`src/rtl/i2c_master_bit_engine_if.sv`:
```
// Host command / response bus and open-drain pad levels for the I2C master bit engine.
interface i2c_master_bit_engine_if #(
  parameter int unsigned DIV_WIDTH  = 16,
  parameter int unsigned DATA_WIDTH = 8
);
  logic [DIV_WIDTH-1:0]  clock_divisor;
  logic                  cmd_valid;
  logic                  cmd_ready;
  logic [1:0]            cmd_op;
  logic [DATA_WIDTH-1:0] cmd_data;
  logic                  cmd_nack;
  logic                  rsp_valid;
  logic [DATA_WIDTH-1:0] rsp_data;
  logic                  rsp_ack;
  logic                  rsp_err;
  logic                  scl_in;
  logic                  sda_in;
  logic                  scl_out;
  logic                  sda_out;
  logic                  busy;

  // Host and pad environment side.
  modport master (
    output clock_divisor, cmd_valid, cmd_op, cmd_data, cmd_nack, scl_in, sda_in,
    input  cmd_ready, rsp_valid, rsp_data, rsp_ack, rsp_err, scl_out, sda_out, busy
  );

  // Engine side.
  modport slave (
    input  clock_divisor, cmd_valid, cmd_op, cmd_data, cmd_nack, scl_in, sda_in,
    output cmd_ready, rsp_valid, rsp_data, rsp_ack, rsp_err, scl_out, sda_out, busy
  );
endinterface

```
`src/rtl/i2c_master_bit_engine.sv`:
```
// I2C master command engine: START/STOP/WRITE/READ on open-drain SCL/SDA,
// four timed phases per bit, ACK/NACK on reads, repeated start and clock stretching.
module i2c_master_bit_engine #(
  parameter int unsigned DIV_WIDTH  = 16,
  parameter int unsigned DATA_WIDTH = 8
) (
  input  logic                  clk,
  input  logic                  reset,
  i2c_master_bit_engine_if.slave bus
);

  localparam int unsigned TX_W  = DATA_WIDTH + 1;
  localparam int unsigned CNT_W = $clog2(DATA_WIDTH + 2);

  localparam logic [1:0] OP_START = 2'b00;
  localparam logic [1:0] OP_STOP  = 2'b01;
  localparam logic [1:0] OP_WRITE = 2'b10;
  localparam logic [1:0] OP_READ  = 2'b11;

  typedef enum logic [3:0] {
    S_IDLE,
    S_HOLD,
    S_START0,
    S_START1,
    S_START2,
    S_START3,
    S_STOP1,
    S_STOP2,
    S_STOP3,
    S_DATA1,
    S_DATA2,
    S_DATA3,
    S_DATA4
  } state_t;

  state_t                r_state;
  state_t                w_state_nxt;
  logic [DIV_WIDTH-1:0]  r_ctr;
  logic [DIV_WIDTH-1:0]  w_ctr_nxt;
  logic [DIV_WIDTH-1:0]  r_div;
  logic [DIV_WIDTH-1:0]  w_div_nxt;
  logic [TX_W-1:0]       r_tx;
  logic [TX_W-1:0]       w_tx_nxt;
  logic [TX_W-1:0]       r_rx;
  logic [TX_W-1:0]       w_rx_nxt;
  logic [CNT_W-1:0]      r_bitcnt;
  logic [CNT_W-1:0]      w_bitcnt_nxt;
  logic [1:0]            r_op;
  logic [1:0]            w_op_nxt;
  logic                  r_nack;
  logic                  w_nack_nxt;
  logic                  r_scl;
  logic                  w_scl_nxt;
  logic                  r_sda;
  logic                  w_sda_nxt;
  logic                  r_cmd_ready;
  logic                  w_cmd_ready_nxt;
  logic                  r_busy;
  logic                  w_busy_nxt;
  logic                  r_rsp_valid;
  logic                  w_rsp_valid_nxt;
  logic                  r_rsp_err;
  logic                  w_rsp_err_nxt;
  logic [DATA_WIDTH-1:0] r_rsp_data;
  logic [DATA_WIDTH-1:0] w_rsp_data_nxt;
  logic                  r_rsp_ack;
  logic                  w_rsp_ack_nxt;

  logic                  w_stretch;
  logic                  w_phase_end;
  logic                  w_accept;
  logic                  w_bit;

  // A released SCL held low by a slave freezes the phase timer.
  assign w_stretch   = r_scl && !bus.scl_in;
  assign w_phase_end = (r_ctr == r_div) && !w_stretch;
  assign w_accept    = bus.cmd_valid && r_cmd_ready;

  always_ff @(posedge clk) begin
    if (reset) begin
      r_state     <= S_IDLE;
      r_ctr       <= '0;
      r_div       <= '0;
      r_tx        <= '0;
      r_rx        <= '0;
      r_bitcnt    <= '0;
      r_op        <= OP_START;
      r_nack      <= 1'b0;
      r_scl       <= 1'b1;
      r_sda       <= 1'b1;
      r_cmd_ready <= 1'b0;
      r_busy      <= 1'b0;
      r_rsp_valid <= 1'b0;
      r_rsp_err   <= 1'b0;
      r_rsp_data  <= '0;
      r_rsp_ack   <= 1'b0;
    end else begin
      r_state     <= w_state_nxt;
      r_ctr       <= w_ctr_nxt;
      r_div       <= w_div_nxt;
      r_tx        <= w_tx_nxt;
      r_rx        <= w_rx_nxt;
      r_bitcnt    <= w_bitcnt_nxt;
      r_op        <= w_op_nxt;
      r_nack      <= w_nack_nxt;
      r_scl       <= w_scl_nxt;
      r_sda       <= w_sda_nxt;
      r_cmd_ready <= w_cmd_ready_nxt;
      r_busy      <= w_busy_nxt;
      r_rsp_valid <= w_rsp_valid_nxt;
      r_rsp_err   <= w_rsp_err_nxt;
      r_rsp_data  <= w_rsp_data_nxt;
      r_rsp_ack   <= w_rsp_ack_nxt;
    end
  end

  always_comb begin
    w_state_nxt     = r_state;
    w_ctr_nxt       = r_ctr;
    w_div_nxt       = r_div;
    w_tx_nxt        = r_tx;
    w_rx_nxt        = r_rx;
    w_bitcnt_nxt    = r_bitcnt;
    w_op_nxt        = r_op;
    w_nack_nxt      = r_nack;
    w_rsp_valid_nxt = 1'b0;
    w_rsp_err_nxt   = 1'b0;
    w_rsp_data_nxt  = r_rsp_data;
    w_rsp_ack_nxt   = r_rsp_ack;
    w_bit           = 1'b1;
    w_scl_nxt       = 1'b1;
    w_sda_nxt       = 1'b1;
    w_cmd_ready_nxt = 1'b0;
    w_busy_nxt      = 1'b1;

    if (r_state != S_IDLE && r_state != S_HOLD && !w_stretch) begin
      w_ctr_nxt = (r_ctr == r_div) ? '0 : r_ctr + DIV_WIDTH'(1);
    end

    if (w_accept) begin
      w_div_nxt  = bus.clock_divisor;
      w_tx_nxt   = {bus.cmd_data, 1'b1};
      w_op_nxt   = bus.cmd_op;
      w_nack_nxt = bus.cmd_nack;
      w_ctr_nxt  = '0;
    end

    case (r_state)
      S_IDLE: begin
        if (w_accept) begin
          if (bus.cmd_op == OP_START) begin
            w_state_nxt = S_START1;
          end else begin
            w_rsp_valid_nxt = 1'b1;
            w_rsp_err_nxt   = 1'b1;
          end
        end
      end
      S_HOLD: begin
        if (w_accept) begin
          case (bus.cmd_op)
            OP_START: w_state_nxt = S_START0;
            OP_STOP:  w_state_nxt = S_STOP1;
            OP_WRITE, OP_READ: begin
              w_state_nxt  = S_DATA1;
              w_bitcnt_nxt = '0;
              w_rx_nxt     = '0;
            end
            default: w_state_nxt = S_HOLD;
          endcase
        end
      end
      S_START0: if (w_phase_end) w_state_nxt = S_START1;
      S_START1: if (w_phase_end) w_state_nxt = S_START2;
      S_START2: if (w_phase_end) w_state_nxt = S_START3;
      S_START3: begin
        if (w_phase_end) begin
          w_state_nxt     = S_HOLD;
          w_rsp_valid_nxt = 1'b1;
        end
      end
      S_STOP1: if (w_phase_end) w_state_nxt = S_STOP2;
      S_STOP2: if (w_phase_end) w_state_nxt = S_STOP3;
      S_STOP3: begin
        if (w_phase_end) begin
          w_state_nxt     = S_IDLE;
          w_rsp_valid_nxt = 1'b1;
        end
      end
      S_DATA1: if (w_phase_end) w_state_nxt = S_DATA2;
      S_DATA2: if (w_phase_end) w_state_nxt = S_DATA3;
      S_DATA3: begin
        // Sample on the last cycle of the SCL-high window.
        if (w_phase_end) begin
          w_rx_nxt    = {r_rx[TX_W-2:0], bus.sda_in};
          w_state_nxt = S_DATA4;
        end
      end
      S_DATA4: begin
        if (w_phase_end) begin
          w_tx_nxt     = {r_tx[TX_W-2:0], 1'b0};
          w_bitcnt_nxt = r_bitcnt + CNT_W'(1);
          if (r_bitcnt == CNT_W'(DATA_WIDTH)) begin
            w_state_nxt     = S_HOLD;
            w_rsp_valid_nxt = 1'b1;
            w_rsp_data_nxt  = r_rx[TX_W-1:1];
            w_rsp_ack_nxt   = r_rx[0];
          end else begin
            w_state_nxt = S_DATA1;
          end
        end
      end
      default: w_state_nxt = S_IDLE;
    endcase

    // Bit driven in the next state, taken from the post-shift frame registers.
    if (w_op_nxt == OP_WRITE) begin
      w_bit = w_tx_nxt[TX_W-1];
    end else if (w_bitcnt_nxt == CNT_W'(DATA_WIDTH)) begin
      w_bit = w_nack_nxt;
    end

    case (w_state_nxt)
      S_HOLD: begin
        w_scl_nxt = 1'b0;
        w_sda_nxt = r_sda;
      end
      S_START0: w_scl_nxt = 1'b0;
      S_START2: w_sda_nxt = 1'b0;
      S_START3, S_STOP1: begin
        w_scl_nxt = 1'b0;
        w_sda_nxt = 1'b0;
      end
      S_STOP2: w_sda_nxt = 1'b0;
      S_DATA1, S_DATA4: begin
        w_scl_nxt = 1'b0;
        w_sda_nxt = w_bit;
      end
      S_DATA2, S_DATA3: w_sda_nxt = w_bit;
      default: begin
        w_scl_nxt = 1'b1;
        w_sda_nxt = 1'b1;
      end
    endcase

    w_cmd_ready_nxt = (w_state_nxt == S_IDLE) || (w_state_nxt == S_HOLD);
    w_busy_nxt      = (w_state_nxt != S_IDLE);
  end

  assign bus.cmd_ready = r_cmd_ready;
  assign bus.rsp_valid = r_rsp_valid;
  assign bus.rsp_err   = r_rsp_err;
  assign bus.rsp_data  = r_rsp_data;
  assign bus.rsp_ack   = r_rsp_ack;
  assign bus.scl_out   = r_scl;
  assign bus.sda_out   = r_sda;
  assign bus.busy      = r_busy;

endmodule
```
`src/flat_wrapper.sv`:
```
// flat-port wrapper written by rule: the top's interface ports become plain ports
module i2c_master_bit_engine_flat 
#(
  parameter int unsigned DIV_WIDTH  = 16,
  parameter int unsigned DATA_WIDTH = 8
)
  (clk, reset, bus_clock_divisor, bus_cmd_valid, bus_cmd_op, bus_cmd_data, bus_cmd_nack, bus_scl_in, bus_sda_in, bus_cmd_ready, bus_rsp_valid, bus_rsp_data, bus_rsp_ack, bus_rsp_err, bus_scl_out, bus_sda_out, bus_busy);
  i2c_master_bit_engine_if #(.DIV_WIDTH(DIV_WIDTH), .DATA_WIDTH(DATA_WIDTH)) bus_i ();
  input  logic clk;
  input  logic reset;
  input wire logic [$bits(bus_i.clock_divisor)-1:0] bus_clock_divisor;
  input wire logic [$bits(bus_i.cmd_valid)-1:0] bus_cmd_valid;
  input wire logic [$bits(bus_i.cmd_op)-1:0] bus_cmd_op;
  input wire logic [$bits(bus_i.cmd_data)-1:0] bus_cmd_data;
  input wire logic [$bits(bus_i.cmd_nack)-1:0] bus_cmd_nack;
  input wire logic [$bits(bus_i.scl_in)-1:0] bus_scl_in;
  input wire logic [$bits(bus_i.sda_in)-1:0] bus_sda_in;
  output wire logic [$bits(bus_i.cmd_ready)-1:0] bus_cmd_ready;
  output wire logic [$bits(bus_i.rsp_valid)-1:0] bus_rsp_valid;
  output wire logic [$bits(bus_i.rsp_data)-1:0] bus_rsp_data;
  output wire logic [$bits(bus_i.rsp_ack)-1:0] bus_rsp_ack;
  output wire logic [$bits(bus_i.rsp_err)-1:0] bus_rsp_err;
  output wire logic [$bits(bus_i.scl_out)-1:0] bus_scl_out;
  output wire logic [$bits(bus_i.sda_out)-1:0] bus_sda_out;
  output wire logic [$bits(bus_i.busy)-1:0] bus_busy;
  assign bus_i.clock_divisor = bus_clock_divisor;
  assign bus_i.cmd_valid = bus_cmd_valid;
  assign bus_i.cmd_op = bus_cmd_op;
  assign bus_i.cmd_data = bus_cmd_data;
  assign bus_i.cmd_nack = bus_cmd_nack;
  assign bus_i.scl_in = bus_scl_in;
  assign bus_i.sda_in = bus_sda_in;
  assign bus_cmd_ready = bus_i.cmd_ready;
  assign bus_rsp_valid = bus_i.rsp_valid;
  assign bus_rsp_data = bus_i.rsp_data;
  assign bus_rsp_ack = bus_i.rsp_ack;
  assign bus_rsp_err = bus_i.rsp_err;
  assign bus_scl_out = bus_i.scl_out;
  assign bus_sda_out = bus_i.sda_out;
  assign bus_busy = bus_i.busy;
  i2c_master_bit_engine #(.DIV_WIDTH(DIV_WIDTH), .DATA_WIDTH(DATA_WIDTH)) u_core (.clk(clk), .reset(reset), .bus(bus_i));
endmodule
```
`config.mk`:
```
export PLATFORM = sky130hd
export DESIGN_NAME = i2c_master_bit_engine_flat
export DESIGN_NICKNAME = d
export VERILOG_FILES = /design/src/rtl/i2c_master_bit_engine_if.sv /design/src/rtl/i2c_master_bit_engine.sv /design/src/flat_wrapper.sv
export SDC_FILE = /design/constraint.sdc
export NUM_CORES = 1
export LEC_CHECK = 0
export CORE_ASPECT_RATIO = 1.25
export CORE_MARGIN = 2
export CORE_UTILIZATION = 50
export CTS_CLUSTER_SIZE = 8
export DETAILED_ROUTE_END_ITERATION = 16
export PLACE_DENSITY_LB_ADDON = 0.15
export SYNTH_ARGS = -nofsm -noshare
export SYNTH_HDL_FRONTEND = slang
export SYNTH_SLANG_ARGS = --single-unit
```
`constraint.sdc`:
```
create_clock -name clk -period 5.89 [get_ports clk]
set_input_delay 0.589 -clock clk [delete_from_list [all_inputs] [get_ports clk]]
set_output_delay 0.589 -clock clk [all_outputs]
set_load 0.01 [all_outputs]
```
==> impl_results.md <==
* Die ar. at between 7000 and 8000 µm²
* PwrDens at ~260 nW/µm²
* MaxCap Viol Count at 0
* Layout filler cell count at just over 600
* Min Clock Period, post-route at between 3000 and 4000 ps
* # H-tree levels at 3
* Postcts setup bufs at 0
* Top cells by area, synth: dfxtp_1, nand2_1, a21oi_1
* Via count at about 3100
* Netlist cell types at between 40 and 50
* Total power at roughly 1.1 mW
* Hold_buf cts at 0
* Cell count after synthesis at roughly 440
* CTS tree: built
* ANT cells at 0
* Pre-antenna DRT Iters at 4
* Slew @ Worst Pin at 1222 ps
* Slew HR at 18.39%
* Vias in the first global route at 2920
* Vias per inst at between 5 and 6
* Share of the synthesized area in the top cell type at a little over two fifths
* Wire per inst at 13.94 µm
* Fmax at between 300 and 400 MHz
* DIE WIDTH at around 80 µm
* Outcome: completed
* Final worst path period share at between 50% and 60%
* Leakage power at about 1.5 nW
* Main synth FF type: dfxtp_1
* RSZ-0062 raised after global routing: no
* Crit-path max FO at 32
* Area leader, netlist: dfxtp_1
* Initial antenna violation count at 0
* First-pass GRT wire length at 13210 µm
* Port buffer count at between 40 and 50
* Residual DRC at 0
* CP required at between 6000 and 7000 ps
* Syn avg cell area at 8.013 µm²
* Post-synth EDFFs at 0
* Nets@finish at between 500 and 600
* Syn. warnings at 0
* Post-Syn Nets at 478
* GPL Wtd Cong at around 0.87
* Critical Path Source Type: input pin
* Post-synthesis sequential area ratio at 42.86%
* Mapped Area at around 3500 µm²
* Final Routed Wirelength at slightly below 8000 µm
* Ys async rst share at 0%
* Top-level I/O count at 47
* CORE AREA at just under 7000 µm²
* CP Capture Type: flip-flop
* Pin count of the biggest net entering global routing at between 60 and 70
* Global Route Usage Sum at between 20% and 30%
* Final Setup Violations at 0
* Worst VDD drop at 0.1576 mV
* Largest stage delay, worst path at 860 ps
* Die height at approximately 98 µm
* Slowest CP cell: or4b_2
* Num rows at 34
* Post-route ant nets at 0
* Hold Vio Cnt, Final at 0
* Critical path class: in2reg
* CTS Buf Count at 9
* CP dominant cell by count: a21oi_1
* Synth-to-Final Area Change at 20.27%
* Worst skew pair latency at about 350 ps
* Clock skew at around 14 ps
* Setup_tns at 0 ps
* Crit-path cells: clkdlybuf4s50_1 > nand2_1 > or4b_2 > a21oi_1 > a41oi_1 > o221ai_1 > nand3_1 > a21oi_1 > o21ai_0
* Clock slew at reported path FFs at around 70 ps
* CP Buf/Inv Count at 1
* CTS root buf: clkbuf_8
* Clk buf depth at 2
* Hold Crit Class: reg2reg
* Yosys reg bits at between 70 and 80
* Endpoint arrival time on the critical path at between 3000 and 4000 ps
* Delay-heaviest family, CP: simple AND/OR/NAND/NOR gates
* Starting Density at between 50 and 60%
* Share of layout cells above drive strength 1 at approximately 5.6%
* Clock sink total at 76
* Cts repair resizes at 0
* Initial DRC count at about 130
* Grt ovf at 0
* Dpl hpwl at ~5400 µm
* Slew Viols, Final at 0
==> cells in the mapped netlist, drive strengths merged, types with 9 or more instances <==
cell type and number:
nand2 81, dfxtp 76, nor2 57, a21oi 43, clkbuf 23, nand3 21, xnor2 19, mux2i 13
xor2 12, a311oi 9, nand4 9, nor3 9
==> through the flow <==
step / instances / setup slack, ps / hold WS (ps) / area [µm²] / util (%)
after floorplan: 443 / 3522 / 431.1 / 3550 / -
after global placement: 555 / 2281 / 437.7 / 4029 / 58.10
after detailed placement: 555 / 2197 / 444.7 / 4029 / 58.10
after CTS: 571 / 2550 / 455.2 / 4269 / 61.57
after global routing: 571 / 2248 / 478.8 / 4269 / 61.57
final: 571 / 2570 / 455.1 / 4269 / 61.57
==> placed cells by master, fill, tap and decap left out, types with 4 or more instances in the layout <==
cell              n
nand2_1          80
dfxtp_1          76
nor2_1           56
clkdlybuf4s50_1  45
a21oi_1          43
nand3_1          21
xnor2_1          19
mux2i_1          13
xor2_1           12
nand4_1           9
nor3_1            9
clkbuf_8          9
a311oi_1          8
inv_1             7
o21ai_0           7
nor2b_1           6
and3_1            6
and2_1            5
nand3b_1          4
==> worst paths after layout <==
check,start,to,slack (ps),cells past startpoint
worst max-delay path,bus_cmd_valid,u_core.bus.sda_out,2570,9
worst min-delay path,u_core.r_op[0],u_core.r_op[0],460,2
worst max register to register,u_core.r_ctr[3],u_core.r_ctr[10],2680,7
worst min register to register,u_core.r_op[0],u_core.r_op[0],460,2
==> routing by layer <==
metal	track usage [%]	wire, µm
met5	0	0
met4	9.416	174
met3	3.882	283
met2	35.14	3854
met1	26.28	3645
==> sequential cells by signal, indices dropped and copies added (netlist names), 2 cells and up <==
signal               flops
u_core.r_div            16
u_core.r_tx              9
u_core.r_bitcnt          4
u_core.r_rx              9
u_core.bus.rsp_data      8
u_core.r_state           4
u_core.r_op              2
u_core.r_ctr            16
==> power breakdown <==
part	internal [mW]	switching (mW)	leakage [nW]	total (mW)
logic	0.0503	0.0635	0.714	0.114
registers	0.528	0.0106	0.616	0.539
clock network	0.282	0.194	0.120	0.476
==> worst min-delay path, stage by stage (launching register included) <==
cell	delay [ps]
dfxtp_1	310
nand2_1	50
a21oi_1	50
==> cells by family (layout without fill, tap and decap cells) <==
| kind of cell | Yosys count | in the layout | share of synthesized area, % |
|---|---|---|---|
| AO/OA/AOI/OAI | 76 | 76 | 13.32 |
| flip-flops | 76 | 76 | 42.86 |
| adder cells (fa/ha/maj) | 3 | 3 | 1.058 |
| buffers and inverters | 33 | 71 | 3.666 |
| XOR/XNOR | 31 | 31 | 7.649 |
| AND/OR/NAND/NOR | 210 | 210 | 27.46 |
| multiplexers | 14 | 14 | 3.983 |
==> area by class of cell <==
class / count / area [µm²] / share of cell area [%]
Inverter: 7 / 26.28 / 0.6155
Clock inverter: 6 / 112.6 / 2.638
Multi-Input combinational cell: 334 / 1898 / 44.46
Timing Repair Buffer: 48 / 470.5 / 11.02
Clock buffer: 10 / 127.6 / 2.989
Sequential cell: 76 / 1521 / 35.64
Tap cell: 90 / 112.6 / 2.638
Power figures use the tool's default switching activity.
==> RTL edit 1 (config.mk and constraints unchanged) <==
`DIV_WIDTH` is set to 16 in 3 places; all go to 12.
--- a/src/rtl/i2c_master_bit_engine_if.sv
+++ b/src/rtl/i2c_master_bit_engine_if.sv
@@ -2,3 +2,3 @@
 interface i2c_master_bit_engine_if #(
-  parameter int unsigned DIV_WIDTH  = 16,
+  parameter int unsigned DIV_WIDTH  = 12,
   parameter int unsigned DATA_WIDTH = 8
--- a/src/rtl/i2c_master_bit_engine.sv
+++ b/src/rtl/i2c_master_bit_engine.sv
@@ -3,3 +3,3 @@
 module i2c_master_bit_engine #(
-  parameter int unsigned DIV_WIDTH  = 16,
+  parameter int unsigned DIV_WIDTH  = 12,
   parameter int unsigned DATA_WIDTH = 8
--- a/src/flat_wrapper.sv
+++ b/src/flat_wrapper.sv
@@ -3,3 +3,3 @@
 #(
-  parameter int unsigned DIV_WIDTH  = 16,
+  parameter int unsigned DIV_WIDTH  = 12,
   parameter int unsigned DATA_WIDTH = 8
Interface: changed (resized bus_clock_divisor); port bits go from 47 to 43. The function was not compared with the original's and may differ.
==> RTL edit 1 against the unedited design <==
- routed wire length fell by 15%
- sequential share of layout area rose by 0.42 points
- critical path depth fell by 1
- sequential cell count fell by 8
- synthesized cell count fell by 11%
- via count fell by 10%
- synthesized area fell by 12%
- cell area fell by 12%
- count of clock-buffer cells in the layout rose by 1
- worst setup slack improved by 0.27 ns
Power is not compared: it rests on default switching activity, and its combinational part moved more than twofold at a synthesized area within 25%.
==> RTL edit 1: results (changes against the unedited design) <==
status finished clean (unchanged); All-Layer GR Usage 0.211 (about the same); Distinct cells, synth 45 (was 47); crit-path max FO 23 (was 32); Top Registers u_core.r_ctr (12), u_core.r_div (12) (was u_core.r_ctr (16), u_core.r_div (16)); CP arrival 3.30 ns (was 3.54 ns); drt initial violations 173 (was 133); first-pass GRT wire length 11300 um (was 13200 um); Area contributors post-synth dfxtp_1 (44%), nand2_1 (9.0%), a21oi_1 (5.6%), nor2_1 (5.5%), mux2i_1 (4.2%) (was dfxtp_1 (43%), nand2_1 (8.5%), a21oi_1 (6.1%), nor2_1 (5.9%), xnor2_1 (4.7%)); max_slew headroom 0.292 (was 0.184); vias in the first global route 2522 (was 2920); Detail Placement HPWL 4650 um (was 5360 um); RR Endpoint u_core.bus.sda_out (was u_core.r_ctr[10]); ys flop type dfxtp_1 (unchanged); Hold Path Depth 2 (unchanged); Synth top cells by count nand2_1 (75), dfxtp_1 (68), nor2_1 (46), a21oi_1 (35), nand3_1 (25) (was nand2_1 (80), dfxtp_1 (76), nor2_1 (56), a21oi_1 (43), clkbuf_1 (23)); Hold Crit Start u_core.r_op[1] (was u_core.r_op[0]); largest net degree at the start of global routing 59 (was 64); syn nets 425 (was 478); port bufs 42 (was 46); Worst Hold End u_core.r_op[1] (was u_core.r_op[0]); Worst Skew 0.00931 ns (was 0.0144 ns); Total Wirelength 6780 um (was 7960 um); vias per inst 5.35 (was 5.40); r2r startpoint u_core.r_ctr[6] (was u_core.r_ctr[3]); setup violators final 0 (unchanged); r2r setup slk 2.95 ns (was 2.68 ns); worst hold path type flip-flop to flip-flop (unchanged); Pleak 0.00134 uW; number of fill cells 546 (was 621); Final Wtd Congestion 0.800 (was 0.867); share of cells above drive strength 1 0.0510 (was 0.0561); total CTS buffers 9 (unchanged); sequential area share after synthesis 0.435 (was 0.429); Final nets 457 (was 511)
[RTL edit 1: cell types whose count changed after synthesis, sizes merged, moves of 4 or more]
cell    delta
xnor2      -5
nand2      -5
nand3      +4
clkbuf     -5
nand3b     -4
o21ai      +5
nor2      -11
dfxtp      -8
a311oi     -9
xor2       -5
a21oi      -8
[RTL edit 1: how the worst max path moves through the flow]
stage               cells past startpoint                  to           from
CTS                                     8  u_core.bus.sda_out  bus_cmd_valid
detailed placement                      8  u_core.bus.sda_out  bus_cmd_valid
floorplan                               8  u_core.bus.sda_out     bus_scl_in
global placement                        8  u_core.bus.sda_out     bus_scl_in
global route                            8  u_core.bus.sda_out  bus_cmd_valid
finish                                  8  u_core.bus.sda_out  bus_cmd_valid
[RTL edit 1: final cells by class]
cell class,instances,area share
well taps,85,0.0282
multi-input cells,297,0.437
inverters,8,0.00795
flip-flops and latches,68,0.361
clock buffers,11,0.0401
clock inverters,5,0.0159
repair buffers,42,0.110
[RTL edit 1: where the power goes]
group / switching [uW] / internal (uW)
clock: 186 / 218
combinational: 199 / 138
sequential: 43.2 / 503
total: 427 / 860
[RTL edit 1: worst max-delay path, stage by stage]
cell,delay (ns)
clkdlybuf4s50_1,0.46
nand2_1,0.45
nor3_1,0.47
nand4b_1,0.39
nand2_1,0.17
mux2i_1,0.09
o32a_1,0.35
a221o_1,0.31
[RTL edit 1: per-layer routing]
layer | global-route usage | wire [um] | up-vias
li1 | - | - | 1418
met1 | 0.260 | 3040 | 1267
met2 | 0.344 | 3300 | 69
met3 | 0.0609 | 330 | 9
met4 | 0.0774 | 108 | 0
met5 | 0 | 0 | -
[RTL edit 1: kinds of logic after synthesis]
family	Yosys count	synth area share
AO/OA/AOI/OAI	70	0.136
buffers and inverters	29	0.0376
multiplexers	13	0.0416
XOR/XNOR	21	0.0588
adder cells (fa/ha/maj)	3	0.0120
flip-flops	68	0.435
AND/OR/NAND/NOR	190	0.279
[RTL edit 1: stage by stage]
step / worst slack, ns / total power, uW / hold WS (ns) / instances / instance area (sq um)
floorplan: 3.52 / 797 / 0.432 / 394 / 3130
global placement: 2.53 / 883 / 0.443 / 500 / 3560
detailed placement: 2.45 / 891 / 0.452 / 500 / 3560
CTS: 2.83 / 1290 / 0.463 / 516 / 3770
global route: 2.60 / 1360 / 0.495 / 516 / 3770
finish: 2.84 / 1290 / 0.460 / 516 / 3770
==> RTL edit 2 (same flow settings) <==
Made on the original files. One comparison of `r_bitcnt` changes from == to >=.
--- a/src/rtl/i2c_master_bit_engine.sv
+++ b/src/rtl/i2c_master_bit_engine.sv
@@ -202,3 +202,3 @@
           w_bitcnt_nxt = r_bitcnt + CNT_W'(1);
-          if (r_bitcnt == CNT_W'(DATA_WIDTH)) begin
+          if (r_bitcnt >= CNT_W'(DATA_WIDTH)) begin
             w_state_nxt     = S_HOLD;
Check against the original RTL: no difference found for any inputs over 10 cycles, from zero or initial values and one cycle with reset high; that may be too few to reach the edited logic, so the function may still have changed.
==> RTL edit 2 against the unedited design <==
- routed wire length up 4.4%
- synthesized area grew 1.6%
- critical endpoint unchanged
- total power shrank 6.4%
- cell area grew 0.35%
- combinational power up 27%
- sequential cell count is the same
- worst setup slack improved by 0.40 ns
- utilization is 0.16 points lower
==> RTL edit 2: results (changes against the unedited design) <==
syn nets 489 (was 478); vias in the first global route 3004 (was 2920); Final nets 524 (was 511); CP arrival 3.16 ns (was 3.54 ns); crit-path max FO 29 (was 32); r2r startpoint u_core.r_state[3] (was u_core.r_ctr[3]); Area contributors post-synth dfxtp_1 (42%), nand2_1 (11%), a21oi_1 (6.4%), xor2_1 (5.6%), nor2_1 (4.0%) (was dfxtp_1 (43%), nand2_1 (8.5%), a21oi_1 (6.1%), nor2_1 (5.9%), xnor2_1 (4.7%)); Post-Layout Cell Count 584 (was 571); share of cells above drive strength 1 0.0729 (was 0.0561); r2r setup slk 3.07 ns (was 2.68 ns); Detail Placement HPWL 5740 um (was 5360 um); worst stage delay on the critical path 0.57 ns (was 0.86 ns); Mapped Avg Cell Area 7.95 sq um (was 8.01 sq um); Total Wirelength 8310 um (was 7960 um); placed cells 568 (was 555); Hold Crit Start u_core.bus.rsp_ack (was u_core.r_op[0]); drt initial violations 167 (was 133); RR Endpoint u_core.bus.sda_out (was u_core.r_ctr[10]); first-pass GRT wire length 14100 um (was 13200 um); Worst Hold End u_core.bus.rsp_ack (was u_core.r_op[0]); sequential area share after synthesis 0.422 (was 0.429); CP max stage cell nand2_1 (was or4b_2); worst ir drop on vdd 0.162 mV (was 0.158 mV); routed via count 3237 (was 3085); Synth top cells by count nand2_1 (101), dfxtp_1 (76), a21oi_1 (46), nor2_1 (38), nand3_1 (25) (was nand2_1 (80), dfxtp_1 (76), nor2_1 (56), a21oi_1 (43), clkbuf_1 (23)); status finished clean (unchanged); Pleak 0.00155 uW (was 0.00145 uW)
==> RTL edit 2: per-layer routing <==
layer,vias up,part of all wire,wire length [um],global-route usage
met5,-,0,0,0
met4,0,0.019,159,0.0952
met3,12,0.049,406,0.0568
met2,81,0.49,4040,0.352
met1,1506,0.45,3700,0.292
li1,1638,-,-,-
==> RTL edit 2: worst max-delay path by stage <==
stage | to | slack (ns) | cells after the start
after CTS | u_core.bus.sda_out | 2.97 | 9
after global placement | u_core.bus.sda_out | 2.72 | 9
after detailed placement | u_core.bus.sda_out | 2.63 | 9
after global routing | u_core.bus.sda_out | 2.79 | 9
after floorplan | u_core.bus.sda_out | 3.72 | 8
final | u_core.bus.sda_out | 2.97 | 9
==> RTL edit 2: kinds of logic (layout without fill, tap and decap cells) <==
kind of cell | after synthesis | after routing | synth area share
buffers and inverters | 34 | 74 | 0.0368
AO/OA/AOI/OAI | 91 | 91 | 0.157
flip-flops | 76 | 76 | 0.422
adder cells (fa/ha/maj) | 3 | 3 | 0.0104
XOR/XNOR | 27 | 27 | 0.0656
multiplexers | 6 | 6 | 0.0170
AND/OR/NAND/NOR | 217 | 217 | 0.292
==> RTL edit 2: layout make-up <==
type                            instances  area (sq um)
Fill cell                             652          2690
Clock inverter                          6          47.5
Timing Repair Buffer                   49           478
Clock buffer                           10           138
Inverter                                9          33.8
Tap cell                               90           113
Sequential cell                        76          1520
Multi-Input combinational cell        344          1950
==> RTL edit 2: worst reg2reg max path: cells and delay by family (launching register included) <==
family	cells	cell delay (ns)
AOI/OAI and AO/OA	3	0.51
DFF	1	0.58
and+or+nand+nor	3	1.31
muxes	1	0.31
==> RTL edit 2: through the flow <==
stage | instance area [sq um] | hold WS, ns | setup WS [ns]
6_report | 4280 | 0.453 | 2.97
5_1_grt | 4280 | 0.473 | 2.79
4_1_cts | 4280 | 0.455 | 2.97
3_5_place_dp | 4100 | 0.445 | 2.63
3_3_place_gp | 4100 | 0.440 | 2.72
2_1_floorplan | 3610 | 0.431 | 3.72
==> RTL edit 2: power by group <==
group,internal [uW],switching (uW),total [uW],leakage (uW)
registers,530,12.5,543,0.000616
clock network,167,202,369,0.0000815
logic,62.8,81.9,145,0.000855
total,760,297,1060,0.00155
